File: src/rtl/sram_db_pkg.sv
// Shared widths, types and helpers for the double-buffered SRAM controller.
package sram_db_pkg;

   localparam int unsigned DATA_W  = 32;
   localparam int unsigned ADDR_W  = 12;
   localparam int unsigned BANK_AW = ADDR_W - 1;
   localparam int unsigned CNT_W   = BANK_AW + 1;

   typedef logic               bank_idx_t;
   typedef logic [BANK_AW-1:0] bank_off_t;
   typedef logic [CNT_W-1:0]   tile_cnt_t;

   // Port-0 write payload presented to the SRAM macro wrapper
   typedef struct packed {
      logic [ADDR_W-1:0] addr;
      logic [DATA_W-1:0] data;
   } sram_wr_t;

   // Configured tile length to word count; 0 stands for a full 2048-word bank
   function automatic tile_cnt_t tile_len_decode(input bank_off_t cfg);
      tile_cnt_t len;
      len = {1'b0, cfg};
      if (cfg == '0) begin
         len = {1'b1, bank_off_t'(0)};
      end
      return len;
   endfunction

endpackage : sram_db_pkg

File: src/rtl/sram_db_wr_seq.sv
// Write sequencer: per-tile word counter, tile-length latch and tile-complete pulse.
module sram_db_wr_seq
   import sram_db_pkg::*;
(
   input  logic      clk,
   input  logic      rst,
   input  bank_off_t cfg_tile_len,
   input  logic      wr_accept,
   output bank_off_t wr_off,
   output logic      tile_done_c
);

   tile_cnt_t cnt_q, cnt_d;
   tile_cnt_t len_q, len_d;
   tile_cnt_t len_eff;

   // The first word of a tile uses the live config; later words use the latch
   always_comb begin
      len_eff     = (cnt_q == '0) ? tile_len_decode(cfg_tile_len) : len_q;
      cnt_d       = cnt_q;
      len_d       = len_q;
      tile_done_c = 1'b0;
      if (wr_accept) begin
         if (cnt_q == '0) begin
            len_d = len_eff;
         end
         if (cnt_q == len_eff - tile_cnt_t'(1)) begin
            tile_done_c = 1'b1;
            cnt_d       = '0;
         end else begin
            cnt_d = cnt_q + tile_cnt_t'(1);
         end
      end
   end

   // Counter and length registers with synchronous reset
   always_ff @(posedge clk) begin
      if (rst) begin
         cnt_q <= '0;
         len_q <= '0;
      end else begin
         cnt_q <= cnt_d;
         len_q <= len_d;
      end
   end

   // Counter never exceeds 2047, so the low bits are the full bank offset
   assign wr_off = cnt_q[BANK_AW-1:0];

endmodule : sram_db_wr_seq

File: src/rtl/sram_db_ctrl.sv
// Ping-pong controller for a 4096x32 SRAM split into two 2048-word banks:
// the producer fills one bank through port 0 while the consumer reads the
// other through port 1; ownership flips when each side finishes its bank.
module sram_db_ctrl
   import sram_db_pkg::*;
(
   input  logic              clk,
   input  logic              rst,
   input  bank_off_t         cfg_tile_len,
   input  logic              wr_valid,
   output logic              wr_ready,
   input  logic [DATA_W-1:0] wr_data,
   input  logic              rd_req_valid,
   output logic              rd_req_ready,
   input  bank_off_t         rd_req_addr,
   input  logic              rd_done,
   output logic              rd_data_valid,
   output logic [DATA_W-1:0] rd_data,
   output logic [1:0]        bank_full,
   output logic              sram_csb0,
   output logic              sram_web0,
   output logic [ADDR_W-1:0] sram_addr0,
   output logic [DATA_W-1:0] sram_din0,
   output logic              sram_csb1,
   output logic [ADDR_W-1:0] sram_addr1,
   input  logic [DATA_W-1:0] sram_dout1
);

   bank_idx_t  wr_bank_q, wr_bank_d;
   bank_idx_t  rd_bank_q, rd_bank_d;
   logic [1:0] full_q, full_d;
   logic       rd_valid_q, rd_valid_d;

   logic       wr_accept;
   logic       rd_accept;
   logic       release_c;
   logic       tile_done_c;
   bank_off_t  wr_off;
   sram_wr_t   wr_pl;

   // Handshakes: fill bank writable while empty, drain bank readable while full
   assign wr_ready     = ~full_q[wr_bank_q];
   assign wr_accept    = wr_valid & wr_ready;
   assign rd_req_ready = full_q[rd_bank_q];
   assign rd_accept    = rd_req_valid & rd_req_ready;
   assign release_c    = rd_done & full_q[rd_bank_q];

   sram_db_wr_seq u_wr_seq (
      .clk          (clk),
      .rst          (rst),
      .cfg_tile_len (cfg_tile_len),
      .wr_accept    (wr_accept),
      .wr_off       (wr_off),
      .tile_done_c  (tile_done_c)
   );

   // Bank flag and ownership update; set and clear never hit the same bank
   always_comb begin
      full_d     = full_q;
      wr_bank_d  = wr_bank_q;
      rd_bank_d  = rd_bank_q;
      rd_valid_d = rd_accept;
      if (release_c) begin
         full_d[rd_bank_q] = 1'b0;
         rd_bank_d         = ~rd_bank_q;
      end
      if (tile_done_c) begin
         full_d[wr_bank_q] = 1'b1;
         wr_bank_d         = ~wr_bank_q;
      end
   end

   // Controller state registers with synchronous reset
   always_ff @(posedge clk) begin
      if (rst) begin
         wr_bank_q  <= 1'b0;
         rd_bank_q  <= 1'b0;
         full_q     <= 2'b00;
         rd_valid_q <= 1'b0;
      end else begin
         wr_bank_q  <= wr_bank_d;
         rd_bank_q  <= rd_bank_d;
         full_q     <= full_d;
         rd_valid_q <= rd_valid_d;
      end
   end

   // Port 0: address/data always track the fill pointer; csb/web gate the write
   assign wr_pl.addr = {wr_bank_q, wr_off};
   assign wr_pl.data = wr_data;
   assign sram_csb0  = ~wr_accept;
   assign sram_web0  = ~wr_accept;
   assign sram_addr0 = wr_pl.addr;
   assign sram_din0  = wr_pl.data;

   // Port 1: read the drain bank; data returns from the macro one cycle later
   assign sram_csb1     = ~rd_accept;
   assign sram_addr1    = {rd_bank_q, rd_req_addr};
   assign rd_data_valid = rd_valid_q;
   assign rd_data       = sram_dout1;
   assign bank_full     = full_q;

endmodule : sram_db_ctrl
File: config.mk
export PLATFORM = sky130hd
export DESIGN_NAME = sram_db_ctrl
export DESIGN_NICKNAME = d
export VERILOG_FILES = /design/src/rtl/sram_db_pkg.sv /design/src/rtl/sram_db_wr_seq.sv /design/src/rtl/sram_db_ctrl.sv
export SDC_FILE = /design/constraint.sdc
export NUM_CORES = 1
export LEC_CHECK = 0
export ABC_CLOCK_PERIOD_IN_PS = 4920
export BUFFER_PORTS_ARGS = -buffer_cell sky130_fd_sc_hd__buf_2
export CORE_MARGIN = 1.5
export CORE_UTILIZATION = 42
export CTS_BUF_LIST = sky130_fd_sc_hd__clkbuf_8 sky130_fd_sc_hd__clkbuf_16
export DETAILED_ROUTE_END_ITERATION = 8
export GPL_TIMING_DRIVEN = 0
export PLACE_DENSITY = 0.81
export SLEW_MARGIN = 20
export SYNTH_ARGS = -nofsm -noshare
export SYNTH_HDL_FRONTEND = slang
export SYNTH_SLANG_ARGS = --single-unit
File: constraint.sdc
create_clock -name clk -period 4.92 [get_ports clk]
set_input_delay 1.476 -clock clk [delete_from_list [all_inputs] [get_ports clk]]
set_output_delay 1.476 -clock clk [all_outputs]
set_load 0.005 [all_outputs]
==> reports/results.tsv, run 1 <==
metric	value	unit
result of the run	completed	
total of hold buffers inserted after clock tree synthesis	0	
total negative setup slack	0	ps
Pins Over Slew Limit	0	
data required time of the critical path	5130	ps
Core Box Area	6030	um^2
global-route wire length before repair	11.4	mm
Iter 0 DRT Violations	207	
count of flip-flops with a built-in enable after synthesis	0	
die boundary height	82.9	um
data arrival at the endpoint of the critical path	4730	ps
Synth Flop Type	sky130_fd_sc_hd__dfxtp_1	
Post-DP Area	3320	um^2
number of cell instances on the worst register-to-register path	14	
time the final worst path needs with I/O delays and setup	4510	ps
fraction of final layout cells sized beyond drive strength 1	46.9	%
post-CTS setup buffer count	0	
remaining max-slew budget at the tightest pin	40.0	%
mean area per synthesized cell	7.59	um^2
power density cells	205	nW/um^2
detail-routed via count per cell	5.04	
worst vdd ir	0.125	mV
number of antenna violations at the first check in global routing	0	
Final Instance Area	3400	um^2
via count of the first global-routing pass	2443	
GR Overflow Total	0	
total CTS buffers	5	
Placement Rows	28	
Die W	82.9	um
ys async rst share	0	%
die area	6870	um^2
summed instance area of the synthesized netlist	2680	um^2
GR Util All Layers	19.5	%
clock edge transition at the registers on the reported setup and hold paths	60	ps
final hold slack	493	ps
clock tree from TritonCTS	built	
Initial Utilization	44.5	%
number of cells produced by synthesis	353	
Nets	564	
1st-pass router iterations	4	
fraction of the yosys area taken by sequential cells	21.7	%
flop and latch count out of synthesis	29	
H-tree levels	2	
Unique masters post-synth	47	
Max FO, Critical Path	10	
Post-CTS Resized	0	
number of endpoints failing setup at the final stage	0	
part of the cycle the worst path needs	91.7	%
number of warnings reported in the yosys synthesis log	0	
hpwl dp	5.62	mm
Port Buf Inserts	110	
sinks on the clock net	29	
RD Place Congestion	0.915	
Post-Layout Cell Count	544	
LEAKAGE	1.67	nW
total wire length after detailed routing	7.04	mm
# diodes	0	
largest net degree at the start of global routing	11	
clock root buffer	sky130_fd_sc_hd__clkbuf_8	
clock skew after layout	6.41	ps
kind of launch point of the worst setup path	register	
Routed Antenna Nets	0	
Max Buffers Root-to-Sink	2	
worst hold path class	register to register	
Placed Instances	538	
unrepaired setup endpoints after global routing	false	
worst slew pin tran	887	ps
# Max-Cap Violations	0	
Post-route DRC	0	
layout-stage area growth over the synthesis result	26.8	%
clock latency on the worst-skew pair	280	ps
worst hold path stage count	2	
wire length per cell after detailed routing	12.9	um
Achievable Freq	222	MHz
Worst Path Class, Setup	register to register	
number of nets in the synthesized netlist	447	
via count	2744	
Final Total Pwr	697	uW
category of the worst setup path capture point	register	
Final Hold Fails	0	
IO Pins	187	
through the flow:
step | util (%) | setup WS [ps]
after global placement | 55.2 | 465
final | 56.4 | 409
after CTS | 56.4 | 428
after floorplan | - | 1060
after detailed placement | 55.2 | 482
after global routing | 56.4 | 213
cell usage after synthesis, types with 2 or more instances:
cell type / count / area share, %
sky130_fd_sc_hd__nor3_1: 6 / 1.1
sky130_fd_sc_hd__mux2i_1: 8 / 3.0
sky130_fd_sc_hd__a311oi_1: 2 / 0.65
sky130_fd_sc_hd__o31ai_1: 10 / 2.8
sky130_fd_sc_hd__inv_1: 9 / 1.3
sky130_fd_sc_hd__nor4_1: 7 / 1.6
sky130_fd_sc_hd__ha_1: 3 / 1.4
sky130_fd_sc_hd__a221oi_1: 3 / 0.98
sky130_fd_sc_hd__o31a_1: 6 / 2.0
sky130_fd_sc_hd__dfxtp_1: 29 / 22
sky130_fd_sc_hd__o21ai_0: 4 / 0.75
sky130_fd_sc_hd__nand2_1: 41 / 5.7
sky130_fd_sc_hd__a31oi_1: 2 / 0.47
sky130_fd_sc_hd__a21oi_1: 16 / 3.0
sky130_fd_sc_hd__xor2_1: 8 / 2.6
sky130_fd_sc_hd__buf_4: 90 / 25
sky130_fd_sc_hd__nand3_1: 7 / 1.3
sky130_fd_sc_hd__o21ai_1: 2 / 0.37
sky130_fd_sc_hd__buf_2: 6 / 1.1
sky130_fd_sc_hd__or4_4: 2 / 0.84
sky130_fd_sc_hd__nor2b_1: 2 / 0.47
sky130_fd_sc_hd__and4_1: 5 / 1.6
sky130_fd_sc_hd__mux2_2: 3 / 1.3
sky130_fd_sc_hd__nor2_1: 26 / 3.6
sky130_fd_sc_hd__or3_1: 2 / 0.47
sky130_fd_sc_hd__and2_1: 3 / 0.70
sky130_fd_sc_hd__xnor2_1: 12 / 3.9
sky130_fd_sc_hd__and3_1: 5 / 1.2
sky130_fd_sc_hd__nand4_1: 10 / 2.3
sky130_fd_sc_hd__clkbuf_1: 7 / 0.98
worst max-delay path, stage by stage, from the launching register on:
cell and delay (ps):
sky130_fd_sc_hd__dfxtp_1 370, sky130_fd_sc_hd__inv_1 100, sky130_fd_sc_hd__ha_1 170, sky130_fd_sc_hd__or4b_4 480, sky130_fd_sc_hd__nor3_2 460, sky130_fd_sc_hd__buf_4 290
sky130_fd_sc_hd__mux2i_1 320, sky130_fd_sc_hd__ha_1 350, sky130_fd_sc_hd__and3_1 210, sky130_fd_sc_hd__xnor2_1 160, sky130_fd_sc_hd__o21ai_0 110, sky130_fd_sc_hd__mux2_2 270
sky130_fd_sc_hd__or4_4 530, sky130_fd_sc_hd__or4_1 520, sky130_fd_sc_hd__o21ai_1 100
state kept, by name, indices dropped and copies added (netlist names):
signal and cells:
u_wr_seq.len_q 12, wr_bank_q 1, bank_full 2, rd_data_valid 1, u_wr_seq.cnt_q 12, rd_bank_q 1
cell families after synthesis:
kind of cell	count (synthesis)	synth area share (%)
xor gates and xnor gates	20	6.54
DFF	29	21.7
adders and majority gates	3	1.40
muxes	11	4.25
AOI/OAI and AO/OA	55	14.2
and+or+nand+nor	123	23.4
buffers and inverters	112	28.6
final timing paths:
check                                          end  slack, ps          startpoint
worst min-delay path            u_wr_seq.len_q[10]        490  u_wr_seq.len_q[10]
worst max-delay path                  bank_full[0]        410   u_wr_seq.cnt_q[0]
worst max register to register        bank_full[0]        410   u_wr_seq.cnt_q[0]
worst min register to register  u_wr_seq.len_q[10]        490  u_wr_seq.len_q[10]
power by group:
| group | total, mW | switching, mW | leakage [nW] | internal, mW |
|---|---|---|---|---|
| logic | 0.259 | 0.122 | 1.40 | 0.137 |
| registers | 0.257 | 0.0131 | 0.236 | 0.244 |
| clock network | 0.180 | 0.0877 | 0.0399 | 0.0927 |
| total | 0.697 | 0.223 | 1.67 | 0.474 |
metal layers:
metal  GRT usage [%]  share of wire, %  vias up
met5               0                 0        -
met4            6.36               1.7        0
met3            3.38               8.2       13
met2            33.2                47      141
met1            24.8                43     1220
li1                -                 -     1370
area by class of cell:
cell class,instances,area (um^2)
fillers,586,2630
multi-input cells,212,1330
plain buffers,103,732
flip-flops and latches,29,581
repair buffers,110,551
well taps,75,93.8
clock buffers,5,68.8
inverters,9,33.8
clock inverters,1,5.00
layout by cell type, fill, tap and decap left out, types with 8 or more instances in the layout:
master / netlist / layout
sky130_fd_sc_hd__buf_2: 6 / 116
sky130_fd_sc_hd__buf_4: 90 / 90
sky130_fd_sc_hd__nand2_1: 41 / 41
sky130_fd_sc_hd__dfxtp_1: 29 / 29
sky130_fd_sc_hd__nor2_1: 26 / 26
sky130_fd_sc_hd__a21oi_1: 16 / 16
sky130_fd_sc_hd__xnor2_1: 12 / 12
sky130_fd_sc_hd__o31ai_1: 10 / 10
sky130_fd_sc_hd__nand4_1: 10 / 10
sky130_fd_sc_hd__inv_1: 9 / 9
sky130_fd_sc_hd__mux2i_1: 8 / 8
sky130_fd_sc_hd__xor2_1: 8 / 8
(Power assumes the default switching activity.)
==> run 2: changes to the inputs <==
--- a/config.mk
+++ b/config.mk
@@ -13,6 +13,8 @@
 export DETAILED_ROUTE_END_ITERATION = 8
 export GPL_TIMING_DRIVEN = 0
 export PLACE_DENSITY = 0.81
+export RECOVER_POWER = 50
+export SKIP_LAST_GASP = 1
 export SLEW_MARGIN = 20
 export SYNTH_ARGS = -nofsm -noshare
 export SYNTH_HDL_FRONTEND = slang
==> run 2 against run 1 <==
Largest cell class unchanged. Final cell count stayed put. Worst setup slack worse by 31 ps. Power is 0.33% lower. Critical path type unchanged. Sequential power hardly changed.
==> reports/results.tsv, run 2 (same netlist as run 1, synthesis figures left out) <==
metric	value	unit	change
result of the run	completed		unchanged
final worst setup slack	377	ps	was 409 ps
layout-stage area growth over the synthesis result	26.6	%	was 26.8%
data arrival at the endpoint of the critical path	4760	ps	was 4730 ps
worst hold path stage count	2		unchanged
Final Hold Fails	0		unchanged
Max Buffers Root-to-Sink	2		unchanged
Pins Over Slew Limit	0		unchanged
Post-route DRC	0		unchanged
Worst Hold Launch	u_wr_seq.len_q[10]		unchanged
GR Util All Layers	19.5	%	unchanged
Placement Rows	28		unchanged
worst slew pin tran	886	ps	was 887 ps
Worst Path Class, Setup	register to register		unchanged
critical path launch point	u_wr_seq.cnt_q[0]		unchanged
total wire length after detailed routing	7.01	mm	was 7.04 mm
sinks on the clock net	29		unchanged
total negative setup slack	0	ps	unchanged
LEAKAGE	1.66	nW	was 1.67 nW
total of hold buffers inserted after clock tree synthesis	0		unchanged
# Max-Cap Violations	0		unchanged
# diodes	0		unchanged
time the final worst path needs with I/O delays and setup	4540	ps	was 4510 ps
via count	2731		was 2744
clock root buffer	sky130_fd_sc_hd__clkbuf_8		unchanged
Post-CTS Resized	0		unchanged
clock tree from TritonCTS	built		unchanged
part of the cycle the worst path needs	92.3	%	was 91.7%
number of cell instances on the worst register-to-register path	14		unchanged
Port Buf Inserts	110		unchanged
leading cell type in the layout, fill and taps excluded	sky130_fd_sc_hd__buf_2		unchanged
sequential cell area	581	um^2	unchanged
final hold slack	496	ps	was 493 ps
via count of the first global-routing pass	2443		unchanged
Post-Layout Cell Count	544		unchanged
fraction of final layout cells sized beyond drive strength 1	46.5	%	was 46.9%
Initial Utilization	44.5	%	unchanged
global-route wire length before repair	11.4	mm	unchanged
multi-input logic area	1330	um^2	about the same
largest net degree at the start of global routing	11		unchanged
number of inserted filler cells in the final layout	589		was 586
commonest non-fill, non-tap cells in the layout	114 x sky130_fd_sc_hd__buf_2, 47 x sky130_fd_sc_hd__buf_4, 43 x sky130_fd_sc_hd__clkbuf_4, 41 x sky130_fd_sc_hd__nand2_1, 29 x sky130_fd_sc_hd__dfxtp_1		was 116 x sky130_fd_sc_hd__buf_2, 90 x sky130_fd_sc_hd__buf_4, 41 x sky130_fd_sc_hd__nand2_1, 29 x sky130_fd_sc_hd__dfxtp_1, 26 x sky130_fd_sc_hd__nor2_1
wire length per cell after detailed routing	12.9	um	about the same
data required time of the critical path	5130	ps	about the same
worst setup timing slack at the placement stage	482	ps	unchanged
worst hold path class	register to register		unchanged
Core Box Area	6030	um^2	unchanged
total CTS buffers	5		unchanged
number of endpoints failing setup at the final stage	0		unchanged
startpoint of the worst-slack reg-to-reg timing path	u_wr_seq.cnt_q[0]		unchanged
Max FO, Critical Path	10		unchanged
category of the worst setup path capture point	register		unchanged
die area	6870	um^2	unchanged
clock skew after layout	6.02	ps	was 6.41 ps
Routed Antenna Nets	0		unchanged
number of antenna violations at the first check in global routing	0		unchanged
post-CTS setup buffer count	0		unchanged
Placed Instances	538		unchanged
hpwl dp	5.62	mm	unchanged
endpoint of the worst register-to-register path	bank_full[0]		unchanged
Achievable Freq	220	MHz	was 222 MHz
IO Pins	187		unchanged
GR Overflow Total	0		unchanged
Hold EP	u_wr_seq.len_q[10]		unchanged
clock edge transition at the registers on the reported setup and hold paths	60	ps	about the same
remaining max-slew budget at the tightest pin	40.1	%	was 40.0%
unrepaired setup endpoints after global routing	false		unchanged
kind of launch point of the worst setup path	register		unchanged
power density cells	205	nW/um^2	about the same
1st-pass router iterations	4		unchanged
worst-case register-to-register setup slack	380	ps	was 410 ps
RD Place Congestion	0.915		unchanged
die boundary height	82.9	um	unchanged
Iter 0 DRT Violations	166		was 207
worst vdd ir	0.125	mV	about the same
Final Total Pwr	694	uW	was 697 uW
Die W	82.9	um	unchanged
H-tree levels	2		unchanged
Nets	564		unchanged
detail-routed via count per cell	5.02		was 5.04
clock latency on the worst-skew pair	280	ps	about the same
run 2: final cells by class:
cell class	instances	area share, %
clock inverters	1	0.147
clock buffers	5	2.03
repair buffers	110	16.2
multi-input cells	212	39.2
flip-flops and latches	29	17.1
inverters	9	0.996
plain buffers	103	21.6
well taps	75	2.77
run 2: how the worst max path moves through the flow:
stage	cells after the start	endpoint	slack, ps
2_1_floorplan	14	bank_full[0]	1060
3_3_place_gp	14	bank_full[0]	460
3_5_place_dp	14	bank_full[0]	480
4_1_cts	14	bank_full[0]	430
5_1_grt	14	bank_full[0]	180
6_report	14	bank_full[0]	380
run 2: power by group:
part / leakage, nW / switching, mW / internal, mW
logic: 1.38 / 0.122 / 0.134
registers: 0.236 / 0.0131 / 0.244
clock network: 0.0399 / 0.0882 / 0.0928
total: 1.66 / 0.223 / 0.471
run 2: per-stage QoR:
stage	utilization (%)	instance area, um^2
after CTS	56.4	3400
after global placement	55.2	3320
after floorplan	-	2680
after global routing	56.3	3390
after detailed placement	55.2	3320
final	56.3	3390
run 2: metal layers:
metal	track usage, %	routed length [um]	vias to the layer above
met4	6.36	139	0
met1	24.8	2940	1194
met2	33.2	3280	153
met5	0	0	-
li1	-	-	1371
met3	3.38	640	13
run 2: worst max-delay path, stage by stage, from the launching register on:
cell                      delay (ps)
sky130_fd_sc_hd__dfxtp_1         370
sky130_fd_sc_hd__inv_1           100
sky130_fd_sc_hd__ha_1            170
sky130_fd_sc_hd__or4b_1          500
sky130_fd_sc_hd__nor3_2          470
sky130_fd_sc_hd__buf_4           290
sky130_fd_sc_hd__mux2i_1         310
sky130_fd_sc_hd__ha_1            350
sky130_fd_sc_hd__and3_1          210
sky130_fd_sc_hd__xnor2_1         160
sky130_fd_sc_hd__o21ai_0         110
sky130_fd_sc_hd__mux2_2          270
sky130_fd_sc_hd__or4_4           530
sky130_fd_sc_hd__or4_1           520
sky130_fd_sc_hd__o21ai_1         100
